<file path="src/rtl/cmd_proc_q.sv">
// Knight command processor: queues BLE commands and runs cal/move/tour/stop in order.
// Latency: clr_cmd_rdy 1 cycle after accept; a queued command dispatches 1 cycle after reaching the head.
// Backpressure: a full queue withholds clr_cmd_rdy until a slot frees; STOP bypasses the queue.

// Command FIFO: power-of-two ring buffer with synchronous flush.
// Latency: a pushed word is visible at head_dat_o the cycle after the push.
// Backpressure: a push into a full FIFO is dropped, so callers gate pushes with full_o.
module cmd_proc_q_fifo #(
    parameter int  W     = 16,
    parameter int  DEPTH = 4,
    localparam int AW    = $clog2(DEPTH),
    localparam int CW    = AW + 1
) (
    input  logic         clk_i,
    input  logic         rst_i,
    input  logic         push_vld_i,
    input  logic [W-1:0] push_dat_i,
    input  logic         pop_i,
    input  logic         flush_i,
    output logic [W-1:0] head_dat_o,
    output logic         full_o,
    output logic         empty_o
);
    logic [W-1:0]  mem_q [DEPTH];
    logic [AW-1:0] wr_ptr_q;
    logic [AW-1:0] rd_ptr_q;
    logic [CW-1:0] cnt_q;
    logic          do_push;
    logic          do_pop;

    assign full_o     = (cnt_q == CW'(DEPTH));
    assign empty_o    = (cnt_q == '0);
    assign do_push    = push_vld_i & ~full_o;
    assign do_pop     = pop_i & ~empty_o;
    assign head_dat_o = mem_q[rd_ptr_q];

    // Storage needs no reset: only slots below the occupancy count are ever read.
    always_ff @(posedge clk_i) begin
        if (do_push) begin
            mem_q[wr_ptr_q] <= push_dat_i;
        end
    end

    // Pointers and occupancy; flush discards everything, push+pop keeps the count.
    always_ff @(posedge clk_i) begin
        if (rst_i || flush_i) begin
            wr_ptr_q <= '0;
            rd_ptr_q <= '0;
            cnt_q    <= '0;
        end else begin
            if (do_push) wr_ptr_q <= wr_ptr_q + AW'(1);
            if (do_pop)  rd_ptr_q <= rd_ptr_q + AW'(1);
            case ({do_push, do_pop})
                2'b10:   cnt_q <= cnt_q + CW'(1);
                2'b01:   cnt_q <= cnt_q - CW'(1);
                default: cnt_q <= cnt_q;
            endcase
        end
    end
endmodule

module cmd_proc_q #(
    parameter int FRWRD_W   = 10,
    parameter int HEAD_W    = 12,
    parameter int SQ_W      = 3,
    parameter int QDEPTH    = 4,
    parameter int UP_STEP   = 4,
    parameter int DN_STEP   = 8,
    parameter int MAX_FRWRD = 768,
    parameter int NUDGE     = 95,
    parameter int HEAD_TOL  = 48
) (
    input  logic               clk,
    input  logic               rst,
    input  logic [15:0]        cmd,
    input  logic               cmd_rdy,
    output logic               clr_cmd_rdy,
    output logic               send_resp,
    output logic [7:0]         resp,
    output logic               strt_cal,
    input  logic               cal_done,
    input  logic [HEAD_W-1:0]  heading,
    input  logic               heading_rdy,
    input  logic               lftIR,
    input  logic               cntrIR,
    input  logic               rghtIR,
    output logic [HEAD_W-1:0]  error,
    output logic [FRWRD_W-1:0] frwrd,
    output logic               moving,
    output logic               tour_go,
    output logic               fanfare_go,
    output logic               q_full,
    output logic               busy
);
    localparam logic [3:0] OP_CAL      = 4'h0;
    localparam logic [3:0] OP_MOVE     = 4'h2;
    localparam logic [3:0] OP_MOVE_FAN = 4'h3;
    localparam logic [3:0] OP_TOUR     = 4'h4;
    localparam logic [3:0] OP_STOP     = 4'hF;

    localparam logic [7:0] RESP_OK   = 8'hA5;
    localparam logic [7:0] RESP_BAD  = 8'hE1;
    localparam logic [7:0] RESP_STOP = 8'hE2;

    localparam logic [3:0]         SQ_MASK  = 4'((1 << SQ_W) - 1);
    localparam logic [HEAD_W-1:0]  NUDGE_P  = HEAD_W'(NUDGE);
    localparam logic [HEAD_W-1:0]  NUDGE_N  = HEAD_W'(-NUDGE);
    localparam logic [HEAD_W-1:0]  TOL      = HEAD_W'(HEAD_TOL);
    localparam logic [FRWRD_W:0]   MAX_F    = (FRWRD_W+1)'(MAX_FRWRD);
    localparam logic [FRWRD_W:0]   UP_F     = (FRWRD_W+1)'(UP_STEP);
    localparam logic [FRWRD_W-1:0] DN_F     = FRWRD_W'(DN_STEP);

    typedef enum logic [2:0] {
        S_IDLE,
        S_CAL,
        S_ALIGN,
        S_RAMP_UP,
        S_RAMP_DN
    } state_t;

    state_t             state_q;
    logic [15:0]        cmd_q;
    logic [FRWRD_W-1:0] frwrd_q;
    logic [SQ_W:0]      line_q;
    logic               stopped_q;
    logic               clr_q;
    logic               cntr_q;
    logic               send_q;
    logic [7:0]         resp_q;
    logic               cal_q;
    logic               tour_q;
    logic               fan_q;

    logic               is_stop;
    logic               accept;
    logic               push;
    logic               stop_acc;
    logic               pop;
    logic [15:0]        head;
    logic               fifo_full;
    logic               fifo_empty;
    logic               cntr_rise;
    logic [SQ_W:0]      line_tgt;
    logic [HEAD_W-1:0]  desired;
    logic [HEAD_W-1:0]  nudge;
    logic [HEAD_W-1:0]  err;
    logic [HEAD_W-1:0]  err_abs;
    logic               aligned;
    logic [FRWRD_W:0]   up_sum;
    logic [FRWRD_W-1:0] up_sat;
    logic [FRWRD_W-1:0] dn_sat;

    // STOP is taken even with a full queue since it never occupies a slot.
    assign is_stop  = (cmd[15:12] == OP_STOP);
    assign accept   = cmd_rdy & ~clr_q & (~fifo_full | is_stop);
    assign push     = accept & ~is_stop;
    assign stop_acc = accept & is_stop;
    // A STOP arriving in IDLE wins over dispatch so the flushed head is never run.
    assign pop      = (state_q == S_IDLE) & ~fifo_empty & ~stop_acc;

    cmd_proc_q_fifo #(
        .W     (16),
        .DEPTH (QDEPTH)
    ) u_fifo (
        .clk_i      (clk),
        .rst_i      (rst),
        .push_vld_i (push),
        .push_dat_i (cmd),
        .pop_i      (pop),
        .flush_i    (stop_acc),
        .head_dat_o (head),
        .full_o     (fifo_full),
        .empty_o    (fifo_empty)
    );

    assign cntr_rise = cntrIR & ~cntr_q;
    assign line_tgt  = (SQ_W+1)'({cmd_q[3:0] & SQ_MASK, 1'b0});

    // Heading error seen by the PID, including the IR wall nudge.
    always_comb begin
        desired = '0;
        if (cmd_q[11:4] != 8'h00) begin
            desired = {cmd_q[11:4], {(HEAD_W-8){1'b1}}};
        end
        nudge = '0;
        if (lftIR && !rghtIR) begin
            nudge = NUDGE_P;
        end else if (rghtIR && !lftIR) begin
            nudge = NUDGE_N;
        end
        err     = heading - desired + nudge;
        err_abs = err[HEAD_W-1] ? (~err + HEAD_W'(1)) : err;
        aligned = (err_abs < TOL);
    end

    // Speed steps computed one bit wider so the ceiling check cannot wrap.
    always_comb begin
        up_sum = {1'b0, frwrd_q} + UP_F;
        up_sat = (up_sum >= MAX_F) ? MAX_F[FRWRD_W-1:0] : up_sum[FRWRD_W-1:0];
        dn_sat = (frwrd_q >= DN_F) ? (frwrd_q - DN_F) : '0;
    end

    // Intake handshake pulse and cntrIR edge history.
    always_ff @(posedge clk) begin
        if (rst) begin
            clr_q  <= 1'b0;
            cntr_q <= 1'b0;
        end else begin
            clr_q  <= accept;
            cntr_q <= cntrIR;
        end
    end

    // Command sequencer: dispatch, calibration wait, align, ramps, responses.
    always_ff @(posedge clk) begin
        if (rst) begin
            state_q   <= S_IDLE;
            cmd_q     <= '0;
            frwrd_q   <= '0;
            line_q    <= '0;
            stopped_q <= 1'b0;
            send_q    <= 1'b0;
            resp_q    <= '0;
            cal_q     <= 1'b0;
            tour_q    <= 1'b0;
            fan_q     <= 1'b0;
        end else begin
            send_q <= 1'b0;
            cal_q  <= 1'b0;
            tour_q <= 1'b0;
            fan_q  <= 1'b0;
            if (((state_q == S_ALIGN) || (state_q == S_RAMP_UP)) && cntr_rise) begin
                line_q <= line_q + (SQ_W+1)'(1);
            end
            case (state_q)
                S_IDLE: begin
                    if (stop_acc) begin
                        send_q <= 1'b1;
                        resp_q <= RESP_OK;
                    end else if (!fifo_empty) begin
                        case (head[15:12])
                            OP_CAL: begin
                                cal_q   <= 1'b1;
                                state_q <= S_CAL;
                            end
                            OP_TOUR: begin
                                tour_q <= 1'b1;
                            end
                            OP_MOVE, OP_MOVE_FAN: begin
                                cmd_q     <= head;
                                frwrd_q   <= '0;
                                line_q    <= '0;
                                stopped_q <= 1'b0;
                                state_q   <= S_ALIGN;
                            end
                            default: begin
                                send_q <= 1'b1;
                                resp_q <= RESP_BAD;
                            end
                        endcase
                    end
                end
                S_CAL: begin
                    if (cal_done) begin
                        send_q  <= 1'b1;
                        resp_q  <= RESP_OK;
                        state_q <= S_IDLE;
                    end
                end
                S_ALIGN: begin
                    if (stop_acc) begin
                        stopped_q <= 1'b1;
                        state_q   <= S_RAMP_DN;
                    end else if (aligned) begin
                        state_q <= S_RAMP_UP;
                    end
                end
                S_RAMP_UP: begin
                    if (stop_acc) begin
                        stopped_q <= 1'b1;
                        state_q   <= S_RAMP_DN;
                    end else if (line_q == line_tgt) begin
                        fan_q   <= (cmd_q[15:12] == OP_MOVE_FAN);
                        state_q <= S_RAMP_DN;
                    end else if (heading_rdy) begin
                        frwrd_q <= up_sat;
                    end
                end
                S_RAMP_DN: begin
                    if (frwrd_q == '0) begin
                        send_q  <= 1'b1;
                        resp_q  <= stopped_q ? RESP_STOP : RESP_OK;
                        state_q <= S_IDLE;
                    end else if (heading_rdy) begin
                        frwrd_q <= dn_sat;
                    end
                end
                default: begin
                    state_q <= S_IDLE;
                end
            endcase
        end
    end

    assign clr_cmd_rdy = clr_q;
    assign send_resp   = send_q;
    assign resp        = resp_q;
    assign strt_cal    = cal_q;
    assign tour_go     = tour_q;
    assign fanfare_go  = fan_q;
    assign error       = err;
    assign frwrd       = frwrd_q;
    assign moving      = (state_q == S_RAMP_UP) || (state_q == S_RAMP_DN);
    assign q_full      = fifo_full;
    assign busy        = (state_q != S_IDLE) || !fifo_empty;
endmodule

</file>
<file path="config.mk">
export PLATFORM = sky130hd
export DESIGN_NAME = cmd_proc_q
export DESIGN_NICKNAME = d
export VERILOG_FILES = /design/src/rtl/cmd_proc_q.sv
export SDC_FILE = /design/constraint.sdc
export NUM_CORES = 1
export LEC_CHECK = 0
export BUFFER_PORTS_ARGS = -buffer_cell sky130_fd_sc_hd__buf_2
export CORE_ASPECT_RATIO = 0.6
export CORE_MARGIN = 5
export CORE_UTILIZATION = 51
export CTS_BUF_LIST = sky130_fd_sc_hd__clkbuf_4 sky130_fd_sc_hd__clkbuf_8
export DETAILED_ROUTE_END_ITERATION = 10
export PLACE_DENSITY_LB_ADDON = 0.2
export SLEW_MARGIN = 25
export SYNTH_ARGS = -nofsm -noshare
export SYNTH_HDL_FRONTEND = slang
export SYNTH_SLANG_ARGS = --single-unit
</file>
<file path="constraint.sdc">
create_clock -name clk -period 5 [get_ports clk]
set_clock_uncertainty 0.1 [all_clocks]
set_input_delay 1.5 -clock clk [delete_from_list [all_inputs] [get_ports clk]]
set_output_delay 1.5 -clock clk [all_outputs]
set_load 0.01 [all_outputs]
</file>
After elaboration in Yosys (flattened, before gate mapping)
Memories as Yosys holds them, arrays and structs flattened. A register that Yosys moved wholly into a read port is not among the register bits.
Cells that the tools add are included.
{"block": "totals", "memories": 1, "input_bits": 36, "ram_bits": 64, "ff_bits": 55, "wordCells": 163}
{"block": "op_classes", "mux": 55, "n_reduce_logical": 30, "add_sub_neg": 10, "bitwise": 20, "n_eq_ne": 29, "order_cmp": 3}
{"name": "u_fifo.mem_q", "depth": 4, "word_bits": 16, "rd": 1, "rd_ports_with_merged_regs": 1, "write_ports": 1, "line_no": "24", "text": "logic [W-1:0] mem_q [DEPTH];"}
{"operator": "2-to-1 mux 10 bit", "n": 10}
{"operator": "2-to-1 mux 12 bit", "n": 4}
{"operator": "2-to-1 mux 8 bit", "n": 5}
{"operator": "one-hot mux 10 bit (3 select lines)", "n": 1}
{"operator": "2-to-1 mux 3 bit", "n": 8}
{"operator": "one-hot mux 8 bit (3 select lines)", "n": 1}
{"operator": "2-to-1 mux 4 bit", "n": 5}
{"operator": "!= test 2 bit (second input constant)", "n": 9}
{"operator": "one-hot mux 3 bit (5 select lines)", "n": 1}
{"operator": "2-to-1 mux 1 bit", "n": 13}
{"operator": "adder 12 x 1 -> 12 bit (second input constant)", "n": 1}
{"operator": "adder 12 bit", "n": 1}
{"operator": "== test 4 x 2 -> 1 bit (second input constant)", "n": 3}
{"operator": "< comparator 12 x 6 -> 1 bit (second input constant)", "n": 1}
{"operator": "!= test 3 bit (second input constant)", "n": 4}
{"operator": "inverter 12 bit", "n": 1}
{"operator": "one-hot mux 3 bit (2 select lines)", "n": 2}
{"operator": "OR reduction 4 bit", "n": 3}
{"operator": "subtractor 12 bit", "n": 1}
{"operator": "adder 10 x 3 -> 11 bit (second input constant)", "n": 1}
{"operator": "greater-or-equal comparator 11 x 10 -> 1 bit (second input constant)", "n": 1}
{"operator": "greater-or-equal comparator 10 x 4 -> 1 bit (second input constant)", "n": 1}
{"operator": "logical NOT 10 bit", "n": 1}
{"operator": "AND reduction 5 bit", "n": 2}
{"operator": "34 further kinds", "n": 67}

Depth between registers and ports, before layout
Gate-level depths: netlist of run 1.
{"block": "logic_depth", "depth_word": 12, "depth_mapped": 14, "mapped_depth_nobuf": 14}

Modules after synthesis
From an unflattened synthesis of run 1, not the netlist that was laid out.
{"block": "hier_totals", "cells_unflattened": 565, "hier_area_um2": 6170.9}
{"mod": "cmd_proc_q", "n_inst": 1, "cells_per_inst": 425, "seq_area_each_um2": 840.8, "area_each_um2": 3367.0}
{"mod": "cmd_proc_q_fifo", "n_inst": 1, "cells_per_inst": 140, "seq_area_each_um2": 2102.0, "area_each_um2": 2803.9}

Least setup slack after synthesis of run 1
OpenSTA, ideal clock, no wires.
{"block": "synth_path", "path_type": "input-to-output", "startpoint": "in rghtIR", "endpoint": "out error[9]", "path_slack_ps": -570, "t_arrival_ps": 3970, "cell_stages": 9, "path_buffers": 0, "cell_sequence": "inv_1 -> ha_1 -> inv_1 -> fa_1 -> inv_1 -> ha_1 -> a211o_1 -> o211a_1 -> o311ai_0"}
{"block": "synth_between", "elab_chain_len": 4, "elab_cells_between_ends": 6, "cone_classes": "add/sub (1); mux (2); reduce/logical (3)"}
{"item": "from (decl)", "line_no": "86", "text": "input logic rghtIR,"}
{"item": "logical AND 1 bit or logical NOT 1 bit (tied branches)", "line_no": "188, 186"}
{"item": "2-to-1 mux 12 bit or logical AND 1 bit (tied branches)", "line_no": "188, 186"}
{"item": "2-to-1 mux 12 bit *", "line_no": "186", "text": "if (lftIR && !rghtIR) begin"}
{"item": "adder 12 bit *", "line_no": "191", "text": "err = heading - desired + nudge;"}
{"item": "to (decl)", "line_no": "87", "text": "output logic [HEAD_W-1:0] error,"}
Every way passes the cells marked *; elsewhere a longest branch is shown, timed or not.

Worst setup path after layout of run 1
{"block": "layout_path", "startpoint": "in rghtIR", "endpoint": "out error[11]"}
The elaborated chain is that of the path after synthesis.

==> metrics.txt, run 1 <==
status=complete, but fails checks; failing checks=negative setup slack; global route overflow=0; # fillers=908; register area share after synthesis=49.3%; max_cap viols=0; Worst setup SP type=input pin; R2R cell count=19; Pint=2.34 mW; CTS tree=yes; starting density of the core=51.4%; Yosys cell types=67; antenna violations before repair=0; fin crit period=5.36 ns; first-pass GRT wire length=20,200 µm; worst setup margin=-0.361 ns; Post-synth EDFFs=60; crit path DAT=3.76 ns; H-tree levels=3; die span in x=147 µm; Die ar.=13,500 µm²; routed vias=4,171; sequential share of power=30.4%; FF+latch count, synth=111; Mean Syn Cell Area=11.0 µm²; Synthesis Warnings=0; I/O Pins=74; number of global-route vias before repair=4,079; DR WL/cell=15.8 µm; highest-count cells in the layout ignoring fill and taps=buf_2, edfxtp_1, dfxtp_1; Synth Cell Area=5730 µm²; commonest non-fill, non-tap cell in the layout=buf_2; vias per std cell=5.40; gp weighted congestion=0.866; final setup fails=8; ys async rst share=0%; number of DRC markers in iteration 0=259; Switching Fraction=38.2%; Synth area leader=edfxtp_1; pins over their slew limit=0; Static Leak=2.78 nW; n_diodes=0; RSZ-0062 raised after global routing=true; worst hold slack=0.342 ns; layout cells sized above 1=33.0%; FF-to-FF Start=cmd_q[8]$_SDFFE_PP0P_; pin count of the biggest net entering global routing=35; Crit Reg-Reg Endpoint=state_q[0]$_SDFFE_PP0P_; utilization after layout=62.9%; hold_buf cts=0; DRC=0; worst min path class=reg -> reg; TritonRoute pass-1 iters=5; crit end category=primary output; flop-to-flop setup slack=0.42 ns; VDD IR-drop max=0.319 mV; Worst-Margin Slew=0.813 ns; Switching Power=1.45 mW; Syn Inst Count=523; synth top area cells=edfxtp_1, dfxtp_1, mux4_2; Post-Route WL=12,200 µm; clock slew at reported path FFs=0.11 ns; Pwr per Cell Area=541 nW/µm²; TritonCTS buffer count=9; # clock sinks=111; DRT antenna net count=0; Total Routing Usage GR=18.6%; worst relative slew slack=45.7%; Post-DP HPWL=8900 µm; Synth top area share=31.4%; Final Hold Viols=0; core area=11,100 µm²; crit path kind=in -> out; port bufs=68; worst setup path endpoint=error[11]; clk buf depth=2; FP Rows=30; Synth Flop Type=edfxtp_1; WP data required=3.40 ns; Clk network pwr share=14.0%; worst-skew pair later-pin latency=0.38 ns; Layout Nets=696; Final Cycle Share=107%; P&R area growth vs syn=22.5%; Max Fclk=187 MHz; CP Max Fanout=4; Gate power share=55.6%; chip height=92.1 µm; Crit. Startpoint=rghtIR; Root Buffer=clkbuf_8
[layout make-up]
class	count	area, µm²	share of cell area, %
clock buffers	9	124	1.77
clock inverters	7	80.1	1.14
inverters	47	191	2.73
multi-input cells	339	2880	41.0
flip-flops and latches	111	2820	40.3
well taps	144	180	2.57
repair buffers	115	737	10.5
[cell families after synthesis]
family / after synthesis / synth area share (%)
mux: 16 / 6.07
other cells: 1 / 0.0655
simple gates: 161 / 13.8
compound gates: 98 / 12.0
xor+xnor: 23 / 3.52
fa+ha+maj: 37 / 9.65
buf+inv: 76 / 5.61
flops: 111 / 49.3
[layer usage]
metal | up-vias | track usage (%) | wire length, µm
met5 | - | 0 | 0
met4 | 0 | 4.62 | 110
met3 | 12 | 4.79 | 772
met2 | 125 | 28.6 | 5530
met1 | 1975 | 26.3 | 5810
li1 | 2059 | - | -
[stage by stage]
stage | TNS (ns) | total power, mW | instances | setup slack, ns | area, µm²
after floorplan | -0.0542 | 2.24 | 526 | -0.0542 | 5860
after global placement | -3.17 | 2.80 | 740 | -0.537 | 6480
after detailed placement | -3.48 | 2.85 | 740 | -0.606 | 6480
after CTS | -1.86 | 3.69 | 773 | -0.348 | 6950
after global routing | -2.76 | 4.09 | 772 | -0.449 | 7020
final | -2.06 | 3.80 | 772 | -0.361 | 7020
[registers in the layout (all words and copies together), names as in the netlist, 2 cells and up, named ones only]
name             flops
line_q               4
cmd_q               15
frwrd                8
resp                 5
u_fifo.wr_ptr_q      2
u_fifo.rd_ptr_q      2
u_fifo.mem_q        60
state_q              3
u_fifo.cnt_q         3
[how the worst min path moves through the flow]
stage / startpoint / cells past startpoint / slack (ns) / endpoint
floorplan: cmd_q[15]$_SDFFE_PP0P_ / 2 / 0.32 / cmd_q[15]$_SDFFE_PP0P_
global placement: cmd_q[15]$_SDFFE_PP0P_ / 2 / 0.33 / cmd_q[15]$_SDFFE_PP0P_
detailed placement: cmd_q[15]$_SDFFE_PP0P_ / 2 / 0.33 / cmd_q[15]$_SDFFE_PP0P_
CTS: cmd_q[15]$_SDFFE_PP0P_ / 2 / 0.34 / cmd_q[15]$_SDFFE_PP0P_
global route: cmd_q[15]$_SDFFE_PP0P_ / 2 / 0.37 / cmd_q[15]$_SDFFE_PP0P_
finish: cmd_q[15]$_SDFFE_PP0P_ / 2 / 0.34 / cmd_q[15]$_SDFFE_PP0P_
[what timing repair did]
item,4_1_cts,5_1_grt
resized for setup,33,12
pin swaps,23,10
buffers inserted,17,3
setup endpoints to repair,10,10
[worst max-delay path, cell delays in order]
cell and delay, ns:
buf_12 0.09, inv_12 0.03, ha_4 0.17, fa_1 0.43, ha_1 0.34, o21ai_0 0.25
o21bai_2 0.14, o211ai_1 0.32, nor4b_4 0.27, nor3_2 0.08, buf_2 0.14
[synthesized netlist by cell type, types with 3 or more instances]
cell       number
nand3_1         9
xor2_1         12
o21ai_0        14
a211oi_2        3
fa_1           12
or3_1           3
xnor2_1        11
nor3b_1         3
nand4_1         5
clkbuf_1       19
or2_2           4
inv_1          47
a211oi_1        3
nand3b_1        3
nor3_1         15
buf_4           5
a21oi_1        32
nand2b_1        9
nor2b_1         5
nor4_1          4
o2111ai_1       3
nor2_1         43
dfxtp_1        51
o22ai_1         4
ha_1           25
edfxtp_1       60
and2_1          5
a31oi_1         7
a21o_1          3
nand2_1        42
mux4_2         15
and3_1          6
[power by group through the flow]
stage	Combinational (mW)	Clock [mW]	Sequential, mW
2_1_floorplan	1.11	0	1.13
3_5_place_dp	1.67	0	1.18
6_report	2.11	0.531	1.15
5_1_grt	2.33	0.590	1.17
3_3_place_gp	1.64	0	1.17
4_1_cts	1.99	0.547	1.16
No activity file was read; power rests on OpenSTA's default activity.
==> run 2: changes to the inputs <==
--- a/config.mk
+++ b/config.mk
@@ -15,4 +15,5 @@
 export SLEW_MARGIN = 25
 export SYNTH_ARGS = -nofsm -noshare
 export SYNTH_HDL_FRONTEND = slang
+export SYNTH_HIERARCHICAL = 1
 export SYNTH_SLANG_ARGS = --single-unit
==> constraint.sdc (replaced) <==
create_clock -name clk -period 5 [get_ports clk]
set_clock_uncertainty 0.1 [all_clocks]
set_input_delay 1 -clock clk [delete_from_list [all_inputs] [get_ports clk]]
set_output_delay 1 -clock clk [all_outputs]
set_load 0.01 [all_outputs]
==> run 2 against run 1 <==
- the flow now finishes without violations
- synthesized cell count grew 7.1%
- register-to-register slack gained 0.72 ns
- die area grew 4.8%
- clock-buffer cell count is the same
- final area shrank 4.3%
- non-clock buffer count shrank 37
- cell count grew 1.6%
- fmax grew 12%
- first-iteration DRC count grew 20%
- combinational power shrank 25%
- core utilization shrank 4.1 points
- sequential cell count is the same
- largest cell class unchanged
- largest power group unchanged
==> metrics.txt, run 2 <==
Final Cycle Share=95.4%; worst min path class=reg -> reg; H-tree levels=3; post-layout total power=3.25 mW; TritonRoute pass-1 iters=5; antenna violations before repair=0; worst-skew pair later-pin latency=0.38 ns; pre-CTS worst setup slack=0.0158 ns; Worst-Margin Slew=0.771 ns; Syn Inst Count=560; PostCTS Resize Cnt=0; RSZ-0062 raised after global routing=false; first-pass GRT wire length=20,600 µm; Final Hold Viols=0; status=finished clean; commonest non-fill, non-tap cell in the layout=buf_2; DRC=0; Largest register FFs=60; worst setup margin=0.232 ns; hold endpoint=resp[1]$_SDFFE_PP0P_; crit-path max cell delay=0.51 ns; Layout Nets=692; TritonCTS buffer count=9; VDD IR-drop max=0.289 mV; n_diodes=0; Reg with most FFs=u_fifo/mem_q; Synth Cell Area=6030 µm²; Post-DP HPWL=9710 µm; FP Rows=30; hold depth=2; vias per std cell=5.64; Worst setup SP type=input pin; crit end category=primary output; Root Buffer=clkbuf_8; number of DRC markers in iteration 0=310; pin count of the biggest net entering global routing=39; most used cell, CP=inv_1; final setup fails=0; Worst Min Path Start=resp[1]$_SDFFE_PP0P_; core area=11,400 µm²; FF-to-FF Start=cmd_q[4]$_SDFFE_PP0P_; crit path kind=in -> out; Placed Area=6500 µm²; DRT antenna net count=0; Worst path top cell family by delay=adder cells; post-route design area=6710 µm²; highest-count cells in the layout ignoring fill and taps=buf_2, edfxtp_1, nor2_1; die span in x=150 µm; worst relative slew slack=48.1%; CTS tree=yes; Crit Reg-Reg Endpoint=state_q[0]$_SDFFE_PP0P_; DR WL/cell=16.4 µm; flop-to-flop setup slack=1.14 ns; crit path DAT=3.67 ns; CP Buf/Inv Count=5; P&R area growth vs syn=11.4%; fin crit period=4.77 ns; WP data required=3.90 ns; Crit. Startpoint=rghtIR; # clock sinks=111; number of global-route vias before repair=4,099; setup TNS=0 ns; postcts setup bufs=0; Mean Syn Cell Area=10.8 µm²; Static Leak=2.64 nW; pins over their slew limit=0; CP Max Fanout=4; Die ar.=14,200 µm²; Post-Route WL=12,900 µm; Total Routing Usage GR=18.4%; chip height=94.2 µm; port bufs=68; layout cells sized above 1=21.0%; Worst path slowest cell=fa_1; R2R cell count=12; critical path cell sequence=buf_2 -> inv_1 -> ha_1 -> inv_1 -> fa_1 -> inv_1 -> ha_1 -> nor4_1 -> a21o_1 -> nor2_1 -> a221o_1 -> nor3_4 -> buf_2; clock slew at reported path FFs=0.11 ns; utilization after layout=58.8%; hold_buf cts=0; starting density of the core=52.8%; I/O Pins=74; Synthesis Warnings=6; gp weighted congestion=0.862; Max Fclk=210 MHz; routed vias=4,420; clk buf depth=2; global route overflow=0; Pwr per Cell Area=484 nW/µm²; max_cap viols=0
[run 2: worst max path at each step]
| stage | to | slack, ns | cells after the start |
|---|---|---|---|
| after global placement | error[11] | 0.07 | 13 |
| after CTS | error[11] | 0.01 | 13 |
| final | error[11] | 0.23 | 13 |
| after detailed placement | error[11] | 0.02 | 13 |
| after floorplan | error[11] | 0.42 | 12 |
| after global routing | error[11] | 0.01 | 13 |
[run 2: where the power goes]
part	switching (mW)	internal [mW]	leakage (nW)
Combinational	0.895	0.686	1.57
Clock	0.338	0.203	0.105
Sequential	0.0733	1.06	0.961
Total	1.31	1.94	2.64
[run 2: layout make-up]
type / count / area [µm²]
Clock buffer: 9 / 124
Fill cell: 959 / 4700
Tap cell: 160 / 200
Timing Repair Buffer: 78 / 415
Sequential cell: 111 / 2820
Multi-Input combinational cell: 368 / 2890
Clock inverter: 7 / 75.1
Inverter: 51 / 191
[run 2: metrics by stage]
stage	instances	hold WS (ns)
2_1_floorplan	563	0.321
3_3_place_gp	768	0.335
3_5_place_dp	768	0.345
4_1_cts	784	0.375
5_1_grt	784	0.398
6_report	784	0.367
[run 2: layer usage]
metal / global-route usage (%) / wire [µm]
met5: 0 / 0
met4: 3.20 / 73
met3: 4.15 / 839
met2: 27.4 / 5630
met1: 27.6 / 6320
[run 2: worst min-delay path: stages, from the launching register on]
cell     delay [ns]
dfxtp_1        0.32
nand2_1        0.05
a21oi_1        0.06
==> run 3: changes to the inputs <==
--- a/config.mk
+++ b/config.mk
@@ -12,6 +12,7 @@
 export CTS_BUF_LIST = sky130_fd_sc_hd__clkbuf_4 sky130_fd_sc_hd__clkbuf_8
 export DETAILED_ROUTE_END_ITERATION = 10
 export PLACE_DENSITY_LB_ADDON = 0.2
+export RECOVER_POWER = 25
 export SLEW_MARGIN = 25
 export SYNTH_ARGS = -nofsm -noshare
 export SYNTH_HDL_FRONTEND = slang
==> run 3 against run 2 <==
- via count up 0.18%
- die area unchanged
- highest routed layer unchanged
- core utilization down 0.15 points
- critical endpoint unchanged
- worst setup slack about the same
- sequential cell count unchanged
- combinational power about the same
==> metrics.txt, run 3 (synthesis gave the netlist of run 2 again) <==
H-tree levels=3; DR WL/cell=16.4 µm; core area=11,400 µm²; pin count of the biggest net entering global routing=39; Root Buffer=clkbuf_8; FP Rows=30; number of global-route vias before repair=4,099; clock slew at reported path FFs=0.12 ns; RSZ-0062 raised after global routing=false; Largest register FFs=60; Post-Route WL=12,900 µm; TritonRoute pass-1 iters=5; crit end category=primary output; WP data required=3.90 ns; hold depth=2; final setup fails=0; post-layout total power=3.25 mW; number of DRC markers in iteration 0=302; I/O Pins=74; Pwr per Cell Area=485 nW/µm²; gp weighted congestion=0.862; crit path DAT=3.67 ns; port bufs=68; commonest non-fill, non-tap cell in the layout=edfxtp_1; # clock sinks=111; max_cap viols=0; CTS tree=yes; n_diodes=0; Total Routing Usage GR=18.4%; Crit Reg-Reg Endpoint=state_q[0]$_SDFFE_PP0P_; Final Hold Viols=0; starting density of the core=52.8%; P&R area growth vs syn=11.1%; fin cells=784; worst relative slew slack=47.9%; highest-count cells in the layout ignoring fill and taps=edfxtp_1, nor2_1, buf_2; antenna violations before repair=0; vias per std cell=5.65; layout cells sized above 1=18.8%; Static Leak=2.60 nW; crit path kind=in -> out; pins over their slew limit=0; VDD IR-drop max=0.289 mV; global route overflow=0; CP Max Fanout=4; Die ar.=14,200 µm²; DRC=0; worst min path class=reg -> reg; setup TNS=0 ns; worst-skew pair later-pin latency=0.39 ns; Worst Min Path Start=resp[1]$_SDFFE_PP0P_; chip height=94.2 µm; die span in x=150 µm; clk buf depth=2; routed vias=4,428; placed cell count=768; TritonCTS buffer count=9; Final Cycle Share=95.4%; flop-to-flop setup slack=1.14 ns; Reg with most FFs=u_fifo/mem_q; hold endpoint=resp[1]$_SDFFE_PP0P_; DRT antenna net count=0; status=finished clean; Layout Nets=692; R2R cell count=12; FF-to-FF Start=cmd_q[4]$_SDFFE_PP0P_; Worst setup SP type=input pin; Worst-Margin Slew=0.774 ns; first-pass GRT wire length=20,600 µm; Max Fclk=210 MHz; fin crit period=4.77 ns; Post-DP HPWL=9710 µm
[run 3: power by group]
| group | switching (mW) | internal (mW) |
|---|---|---|
| registers | 0.0732 | 1.06 |
| clock network | 0.337 | 0.203 |
| logic | 0.895 | 0.684 |
[run 3: worst max path at each step]
stage                end  slack [ns]  startpoint  cells past startpoint
4_1_cts        error[11]        0.01      rghtIR                     13
6_report       error[11]        0.23      rghtIR                     13
3_3_place_gp   error[11]        0.07      rghtIR                     13
3_5_place_dp   error[11]        0.02      rghtIR                     13
5_1_grt        error[11]        0.01      rghtIR                     13
2_1_floorplan  error[11]        0.42      rghtIR                     12
[run 3: area by class of cell]
class / instances / area [µm²]
Fill cell: 960 / 4710
Multi-Input combinational cell: 368 / 2890
Sequential cell: 111 / 2820
Timing Repair Buffer: 78 / 398
Tap cell: 160 / 200
Inverter: 51 / 191
Clock buffer: 9 / 124
Clock inverter: 7 / 75.1
[run 3: worst max-delay path: stages]
cell     delay, ns
buf_2         0.11
inv_1         0.05
ha_1          0.25
inv_1         0.12
fa_1          0.51
inv_1         0.04
ha_1          0.29
nor4_1        0.27
a21o_1        0.15
nor2_1        0.09
a221o_1       0.36
nor3_4        0.25
buf_2         0.17
[run 3: per-stage QoR]
step / cell area, µm² / util [%] / setup slack (ns) / hold slack (ns)
final: 6700 / 58.7 / 0.232 / 0.367
after floorplan: 6040 / - / 0.424 / 0.321
after global placement: 6500 / 57.0 / 0.0679 / 0.335
after CTS: 6700 / 58.7 / 0.0109 / 0.375
after global routing: 6700 / 58.7 / 0.0122 / 0.398
after detailed placement: 6500 / 57.0 / 0.0158 / 0.345
[run 3: per-layer routing]
layer	wire length [µm]	vias to the layer above	GRT usage (%)	part of all wire, %
li1	-	2153	-	-
met1	6320	2144	27.6	49
met2	5650	121	27.4	44
met3	827	10	4.15	6.4
met4	73	0	3.20	0.57
met5	0	-	0	0
[run 3: timing repair]
item                                    CTS  global route
endpoints found under the setup margin    0             3
resized for setup                         0             4
setup buffers                             0             0
hold buffers                              0             0
